## src/rtl/serial_bit_source.sv

```systemverilog
`default_nettype none
// ============================================================================
// Module   : serial_bit_source
// Function : Parallel-in, serial-out word streamer with a one-word holding
//            register so back-to-back words stream without an idle bit.
// Revision : 1.0 - initial release
// ============================================================================
module serial_bit_source #(
  parameter int WIDTH     = 8,
  parameter bit MSB_FIRST = 1'b1
) (
  input  logic             clk,
  input  logic             rst,
  input  logic             load,
  input  logic [WIDTH-1:0] din,
  output logic             ready,
  output logic             w,
  output logic             valid,
  output logic             last
);

  localparam int              c_CW       = (WIDTH > 1) ? $clog2(WIDTH) : 1;
  localparam logic [c_CW-1:0] c_LAST_CNT = c_CW'(WIDTH - 1);

  typedef enum logic [0:0] {
    S_IDLE  = 1'b0,
    S_SHIFT = 1'b1
  } state_t;

  state_t           r_state;
  state_t           w_state_nxt;
  logic [WIDTH-1:0] r_shift;
  logic [WIDTH-1:0] w_shift_nxt;
  logic [WIDTH-1:0] w_shift_adv;
  logic [WIDTH-1:0] r_hold;
  logic [WIDTH-1:0] w_hold_nxt;
  logic             r_hold_full;
  logic             w_hold_full_nxt;
  logic [c_CW-1:0]  r_count;
  logic [c_CW-1:0]  w_count_nxt;
  logic             w_cur_bit;
  logic             w_accept;
  logic             w_at_last;

  // Bit order: the outgoing bit always sits at one end of the shift register
  generate
    if (MSB_FIRST) begin : g_msb_first
      assign w_cur_bit   = r_shift[WIDTH-1];
      assign w_shift_adv = {r_shift[WIDTH-2:0], 1'b0};
    end else begin : g_lsb_first
      assign w_cur_bit   = r_shift[0];
      assign w_shift_adv = {1'b0, r_shift[WIDTH-1:1]};
    end
  endgenerate

  // A word is only taken while the hold register is free
  assign w_accept  = load & ~r_hold_full;
  assign w_at_last = (r_count == c_LAST_CNT);

  // All outputs derive from registers only; w is forced low outside a word
  assign valid = (r_state == S_SHIFT);
  assign w     = valid & w_cur_bit;
  assign last  = valid & w_at_last;
  assign ready = ~r_hold_full;

  // Next-state logic: bypass load when idle or at the last bit, otherwise queue in hold
  always_comb begin
    w_state_nxt     = r_state;
    w_shift_nxt     = r_shift;
    w_hold_nxt      = r_hold;
    w_hold_full_nxt = r_hold_full;
    w_count_nxt     = r_count;
    case (r_state)
      S_IDLE: begin
        if (w_accept) begin
          w_shift_nxt = din;
          w_count_nxt = '0;
          w_state_nxt = S_SHIFT;
        end
      end
      S_SHIFT: begin
        if (!w_at_last) begin
          w_shift_nxt = w_shift_adv;
          w_count_nxt = r_count + 1'b1;
          if (w_accept) begin
            w_hold_nxt      = din;
            w_hold_full_nxt = 1'b1;
          end
        end else if (r_hold_full) begin
          w_shift_nxt     = r_hold;
          w_hold_full_nxt = 1'b0;
          w_count_nxt     = '0;
        end else if (w_accept) begin
          w_shift_nxt = din;
          w_count_nxt = '0;
        end else begin
          w_count_nxt = '0;
          w_state_nxt = S_IDLE;
        end
      end
      default: begin
        w_state_nxt = S_IDLE;
        w_count_nxt = '0;
      end
    endcase
  end

  // State register; reset aborts any word in flight and drops the queued word
  always_ff @(posedge clk) begin
    if (rst) begin
      r_state     <= S_IDLE;
      r_shift     <= '0;
      r_hold      <= '0;
      r_hold_full <= 1'b0;
      r_count     <= '0;
    end else begin
      r_state     <= w_state_nxt;
      r_shift     <= w_shift_nxt;
      r_hold      <= w_hold_nxt;
      r_hold_full <= w_hold_full_nxt;
      r_count     <= w_count_nxt;
    end
  end

endmodule
`default_nettype wire

```

## config.mk

```make
export PLATFORM = sky130hd
export DESIGN_NAME = serial_bit_source
export DESIGN_NICKNAME = d
export VERILOG_FILES = /design/src/rtl/serial_bit_source.sv
export SDC_FILE = /design/constraint.sdc
export NUM_CORES = 1
export LEC_CHECK = 0
export CAP_MARGIN = 25
export CORE_AREA = 8 8 69 71
export DETAILED_ROUTE_END_ITERATION = 7
export DIE_AREA = 0 0 77 79
export PLACE_DENSITY = 0.55
export SETUP_SLACK_MARGIN = 0.1
export SYNTH_ARGS = -nofsm -noshare
export SYNTH_HDL_FRONTEND = slang
export SYNTH_SLANG_ARGS = --single-unit
```

## constraint.sdc

```tcl
create_clock -name clk -period 1.51 [get_ports clk]
set_input_delay 0.302 -clock clk [delete_from_list [all_inputs] [get_ports clk]]
set_output_delay 0.302 -clock clk [all_outputs]
set_load 0.01 [all_outputs]
```

# ---- Yosys cells after proc, flatten, opt, wreduce, memory -nomap -nowiden
# Cells that the tools add are included.
dict set report word_totals {
  reg_bits 21
  wordCells 30
}
dict set report classes {
  addsub 1
  eq_ne 2
  muxes 13
  bitwise_logic 6
  reduce_logical 3
}
# operator n
set ops {}
lappend ops {{$mux W8} 3}
lappend ops {{$pmux W8 S2} 1}
lappend ops {{$mux W3} 2}
lappend ops {{$pmux W3 S2} 1}
lappend ops {{$mux W1} 5}
lappend ops {{$add A3 B1 Y3 const B} 1}
lappend ops {{$and A1 B1 Y1} 3}
lappend ops {{$eq A3 B3 Y1 const B} 1}
lappend ops {{$not A1 Y1} 3}
lappend ops {{$reduce_and A3 Y1} 1}
lappend ops {{$ne A2 B2 Y1 const B} 1}
lappend ops {{$pmux W1 S2} 1}
lappend ops {{$reduce_and A2 Y1} 1}
lappend ops {{$reduce_bool A2 Y1} 1}

# ---- Depth between registers and ports, before layout
dict set report depth {
  depth_word 6
  ltp_mapped 7
  mapped_depth_nobuf 5
}

# ---- Worst setup path before layout
# Ideal clock, no wire load.
dict set report synth_path {
  kind {register -> register}
  start {register r_count[0]}
  end {register r_hold[0]}
  t_arrival_ps 1318
  path_slack_ps 64
  stages_incl_launch_ff 7
  path_buffers 1
  period_less_slack_ps 1446
  path_cell_list {dfxtp_1 ha_1 ha_1 and4bb_1 buf_6 mux2i_1 nor2_1}
}
dict set report synth_between {
  elab_chain_cells 3
}
# element line_no
set synth_lines {}
lappend synth_lines {{start: declaration} 39} ;# logic [c_CW-1:0] r_count;
lappend synth_lines {{start signal: assignment} 121} ;# r_count <= w_count_nxt;
lappend synth_lines {{$eq A3 B3 Y1} 58} ;# assign w_at_last = (r_count == c_LAST_CNT);
lappend synth_lines {{$not A1 Y1 (no line)} --}
lappend synth_lines {{$reduce_and A3 Y1 (no line)} --}
lappend synth_lines {{end signal: assignment} 119} ;# r_hold <= w_hold_nxt;
lappend synth_lines {{end: declaration} 35} ;# logic [WIDTH-1:0] r_hold;
# No other way between the ends.
# A chain may end at the register's enable or synchronous reset.

# ---- Worst setup path after layout
dict set report layout_path {
  start {register r_count[1]}
  end {output port last}
}
dict set report layout_between {
  elab_chain_cells 2
}
# element line_no
set layout_lines {}
lappend layout_lines {{$eq A3 B3 Y1} 58}
lappend layout_lines {{$and A1 B1 Y1} 63} ;# assign last = valid & w_at_last;
lappend layout_lines {{end: declaration} 19} ;# output logic last
# No other way between the ends.

==> out/metrics.csv <==
metric,value,unit
Inst Count DP,171,
ys async rst share,0,%
Via Count,825,
Pleak,0.547,nW
Critical Path RT,1.21,ns
DP HPWL,1.63,mm
CP Max Fanout,2,
Slew @ Worst Pin,0.330,ns
Final Util,38.0,%
average wire per standard cell,13.1,um
worst-skew pair later-pin latency,0.25,ns
routing usage on met2,14.4,%
area of the multi-input gates,601,um2
"EDFF count, synth",0,
outcome,finished clean,
fin crit share,99.0,%
full die area,6080,um2
unrepaired setup endpoints after global routing,yes,
first-pass GRT wire length,4.03,mm
data arrival time of the critical path,1.19,ns
antenna diode count,0,
Post-Syn Area per Cell,10.1,um2
startpoint types,flip-flop,
clock tree buffer depth,2,
Max VDD drop,0.000259,V
Final setup viols,0,
Yosys warning total,0,
Post-Syn Area,1020,um2
Max-slew headroom,78.0,%
largest net degree at the start of global routing,22,
Antenna Violating Nets Remaining,0,
share of cells above drive strength 1,35.9,%
sequential share of the synthesized area,41.4,%
hold path startpoint,r_hold[4],
Setup crit end kind,output port,
min Tclk post-route,1.50,ns
vias in the first global route,903,
TritonRoute pass-1 iters,4,
Hold Buf Count CTS,0,
Post-Layout Cell Count,178,
Post-Syn Nets,115,
Nets,143,
"flops & latches, synth",21,
routed wire length,2.33,mm
initial detailed-routing violation count,10,
Die H,79,um
DR DRC count,0,
Pwr Density,833,nW/um2
clk root buf,clkbuf_8,
ranking of synthesized cells by area,"dfxtp_1 (41%), mux2i_1 (23%), a31o_2 (6.0%), a21oi_1 (5.4%), ha_1 (3.7%)",
Max-Cap Viols,0,
Die X,77,um
"Clk pin slew, worst setup/hold paths",0.08,ns
Seq. cell area,427,um2
r2r startpoint,r_count[1],
TNS Setup,0,ns
f_max,0.669,GHz
met3 Usage GRT,1.92,%
clk sink count,21,
Std-Cell Rows,23,
gpl congestion,0.698,
Initial Utilization,26.7,%
core area,3800,um2
Worst Skew,0.00363,ns
total CTS buffers,3,
"Distinct cells, synth",23,
Post-synth top flop,dfxtp_1,
gr usage total,8.12,%
Synth Instances,101,
I/O pin cnt,15,
crit path from,r_count[1],
number of fill cells,392,
TritonCTS clock tree,yes,
post-synth top area share,41.4,%
Synth area leader,dfxtp_1,
Critical Path End,last,
flop2flop setup slack,0.04,ns
# port buffers,14,
Syn-to-layout area delta,42.0,%
busiest grt layer,met2,
kind of critical path,reg2out,
met1 usage,8.81,%
final hold vios,0,
Pins Over Slew Limit,0,
Min-Delay Path Class,reg2reg,
grt ovf,0,
r2r endpoint,r_hold[3],
vias per inst,4.63,
htree depth,1,
antenna violations before repair,0,
R2R cell count,6,
==> layer usage <==
| metal | up-vias | share of wire (%) |
|---|---|---|
| li1 | 417 | - |
| met3 | 2 | 4.5 |
| met2 | 14 | 49 |
| met5 | - | 0 |
| met4 | 0 | 1.2 |
| met1 | 392 | 45 |
==> through the flow <==
| step | hold slack [ns] | cell area, um2 | total power, mW | worst slack (ns) |
|---|---|---|---|---|
| after floorplan | 0.384 | 1020 | 0.751 | 0.109 |
| after global placement | 0.462 | 1280 | 0.831 | -0.111 |
| after detailed placement | 0.485 | 1280 | 0.836 | -0.137 |
| after CTS | 0.503 | 1410 | 1.21 | 0.0221 |
| after global routing | 0.520 | 1440 | 1.26 | -0.0433 |
| final | 0.497 | 1440 | 1.20 | 0.0144 |
==> worst min path at each step <==
| stage | endpoint | slack [ns] | cells after the start |
|---|---|---|---|
| after global placement | r_count[1] | 0.46 | 2 |
| after floorplan | r_shift[0] | 0.38 | 1 |
| after global routing | r_count[1] | 0.52 | 2 |
| final | r_hold[4] | 0.50 | 2 |
| after detailed placement | r_count[1] | 0.49 | 2 |
| after CTS | r_hold[4] | 0.50 | 2 |
==> registers in the layout, indices dropped and copies added, names as in the netlist <==
register	cells
r_hold_full	1
r_hold	8
r_shift	8
valid	1
r_count	3
==> cells by family (layout without fill, tap and decap cells) <==
kind of cell / count (synthesis) / after routing / share of synthesized area, %
adder cells (fa/ha/maj): 3 / 3 / 3.69
flip-flops: 21 / 21 / 41.4
multiplexers: 23 / 23 / 22.7
AO/OA/AOI/OAI: 21 / 21 / 13.8
AND/OR/NAND/NOR: 23 / 23 / 11.6
buffers and inverters: 10 / 37 / 6.90
==> where the power goes <==
group | internal [mW] | total, mW | leakage (nW) | switching (mW)
Sequential | 0.592 | 0.616 | 0.174 | 0.0235
Clock | 0.188 | 0.361 | 0.0228 | 0.173
Combinational | 0.124 | 0.224 | 0.350 | 0.100
Total | 0.904 | 1.20 | 0.547 | 0.297
==> repair_timing <==
item / in CTS / in global routing
pin swaps: 7 / 3
gates resized for setup: 27 / 6
setup buffers: 2 / 1
endpoints found under the setup margin: 21 / 17
hold endpoints to repair: 0 / 0
==> cells in the final DEF (no fill, tap or decap), types with 5 or more instances in the layout <==
cell / instances
dfxtp_1: 16
a21oi_2: 5
buf_6: 7
clkdlybuf4s50_1: 10
dfxtp_2: 5
a21oi_1: 6
buf_4: 10
a31o_2: 7
nor2_1: 10
mux2i_1: 22
==> Yosys cell counts, drive strengths merged, types with 2 or more instances <==
| master | n |
|---|---|
| nand3 | 2 |
| mux2i | 23 |
| nand2 | 3 |
| dfxtp | 21 |
| ha | 3 |
| nand2b | 2 |
| a31o | 7 |
| nor2 | 10 |
| buf | 8 |
| inv | 2 |
| a21oi | 11 |
| and2 | 2 |
==> area by class of cell <==
type	instances	area share, %
Timing Repair Buffer	31	20.8
Multi-Input combinational cell	70	41.6
Inverter	2	0.520
Tap cell	50	4.34
Sequential cell	21	29.6
Clock buffer	4	3.12
==> critical path, cell delays in order, from the launching register on <==
cell	delay (ns)
dfxtp_2	0.34
ha_4	0.17
ha_4	0.16
and2_4	0.16
buf_6	0.11
No activity file was read; power rests on OpenSTA's default activity.
==> edit 1, RTL diff (config.mk and constraints unchanged) <==
The parameter `WIDTH` goes from 8 to 4.
--- a/src/rtl/serial_bit_source.sv
+++ b/src/rtl/serial_bit_source.sv
@@ -8,3 +8,3 @@
 module serial_bit_source #(
-  parameter int WIDTH     = 8,
+  parameter int WIDTH     = 4,
   parameter bit MSB_FIRST = 1'b1
Interface: changed (resized din); port bits go from 15 to 11. The function was not compared with the original's and may differ.
==> edit 1 against the unedited design <==
- combinational power down 51%
- sequential cell count down 9
- wire length down 42%
- hold slack worse by 0.0043 ns
- cell count down 28%
- setup slack better by 0.13 ns
- synthesized area down 44%
- power down 33%
- highest routed layer unchanged
- final area down 44%
- register-to-register slack better by 0.11 ns
==> edit 1: results (changes against the unedited design) <==
clocking:
  clk_pin_slew_worst_paths_ns: 0.05  # -0.03 ns
  cts_setup_buffers: 0  # -2
logic_synthesis:
  synth-compound-area-share_pct: 15.2  # +1.4 points
  synthCells: 63  # -38%
  synthAdderAreaFrac_pct: 2.21  # -1.5 points
  seq_area_frac_synth_pct: 42.4  # +1.0 points
  netlist.area_leader.share_pct: 42.4  # +1.0 points
  synthTopCellsByCount: "12 x dfxtp_1, 7 x mux2i_1, 6 x a21oi_1, 6 x nor2_1, 4 x inv_1"
  synth.area.top_cells: "dfxtp_1 42%, mux2i_1 12%, a21oi_1 5.3%"
global_routing:
  grtUsageMet3_pct: 2.48  # +0.56 points
  grt_max_degree: 10  # -55%
  grtUsageTotal_pct: 4.87  # -3.3 points
  met1_usage_pct: 5.39  # -3.4 points
  grt_pass1_wl_um: 2300  # -43%
finish:
  finalNetCount: 87  # -39%
  fill_cells: 427  # +8.9%
  reg_top3: "r_hold: 4 flops, r_shift: 4 flops, r_count: 2 flops"
  drive_above_1_share_pct: 21.8  # -14 points
sta:
  hold_slack_ns: 0.493  # -0.00429 ns
  fin_skew_ns: 0.000838  # -0.00279 ns
  worst_pin_slew_ns: 0.354  # +0.0244 ns
placed_design:
  placed_cells: 124  # -27%
  hpwl_um: 1080  # -33%
  place_congestion: 0.808  # +16%
  port_buffers: 10  # -4
critical_path:
  crit_arrival_ns: 1.49  # +0.30 ns
  cp_max_fo: 7  # +5
  r2r_setup_slack_ns: 0.15  # +0.11 ns
  crit_start: "r_count[0]$_SDFFE_PP0P_"
  max_stage_delay_ns: 0.38  # +0.04 ns
  crit_end: "r_hold[3]$_SDFFE_PP0P_"
  crit_family: "simple AND/OR/NAND/NOR gates"
drt:
  wirelength_um: 1360  # -42%
  vias_per_cell: 3.80  # -18%
  drtIter0Drc: 55  # +45
  wl_met2_um: 590  # -49%
  wl_met3_um: 85  # -18%
pwr:
  peakVddDrop_mv: 0.243  # -6.0%
  p_leak_uw: 0.000325  # -41%
min_path:
  hold_end: "r_hold[0]$_SDFFE_PP0P_"
run_status:
  status: "finished, final reports clean"
edit 1: power breakdown:
part	switching (uW)	internal, uW
clock	115	230
sequential	15.8	339
combinational	50.1	60.0
edit 1: stage by stage:
| step | cell area (um^2) | TNS, ns | setup slack (ns) | power, uW |
|---|---|---|---|---|
| after floorplan | 567 | 0 | 0.200 | 425 |
| after global placement | 739 | -0.0337 | -0.0218 | 467 |
| after detailed placement | 739 | -0.157 | -0.0500 | 470 |
| after CTS | 796 | 0 | 0.0311 | 819 |
| after global routing | 813 | 0 | 0.0823 | 853 |
| final | 813 | 0 | 0.146 | 810 |
edit 1: area by class of cell:
type | instances | area [um^2] | share of cell area [%]
Clock buffer | 4 | 55.1 | 6.77
Inverter | 4 | 15.0 | 1.85
Timing Repair Buffer | 15 | 133 | 16.3
Tap cell | 50 | 62.6 | 7.69
Sequential cell | 12 | 245 | 30.2
Multi-Input combinational cell | 43 | 303 | 37.2
edit 1: timing repair:
item,in CTS,in global routing
pin swaps,1,2
resized for setup,7,8
endpoints found under the setup margin,8,6
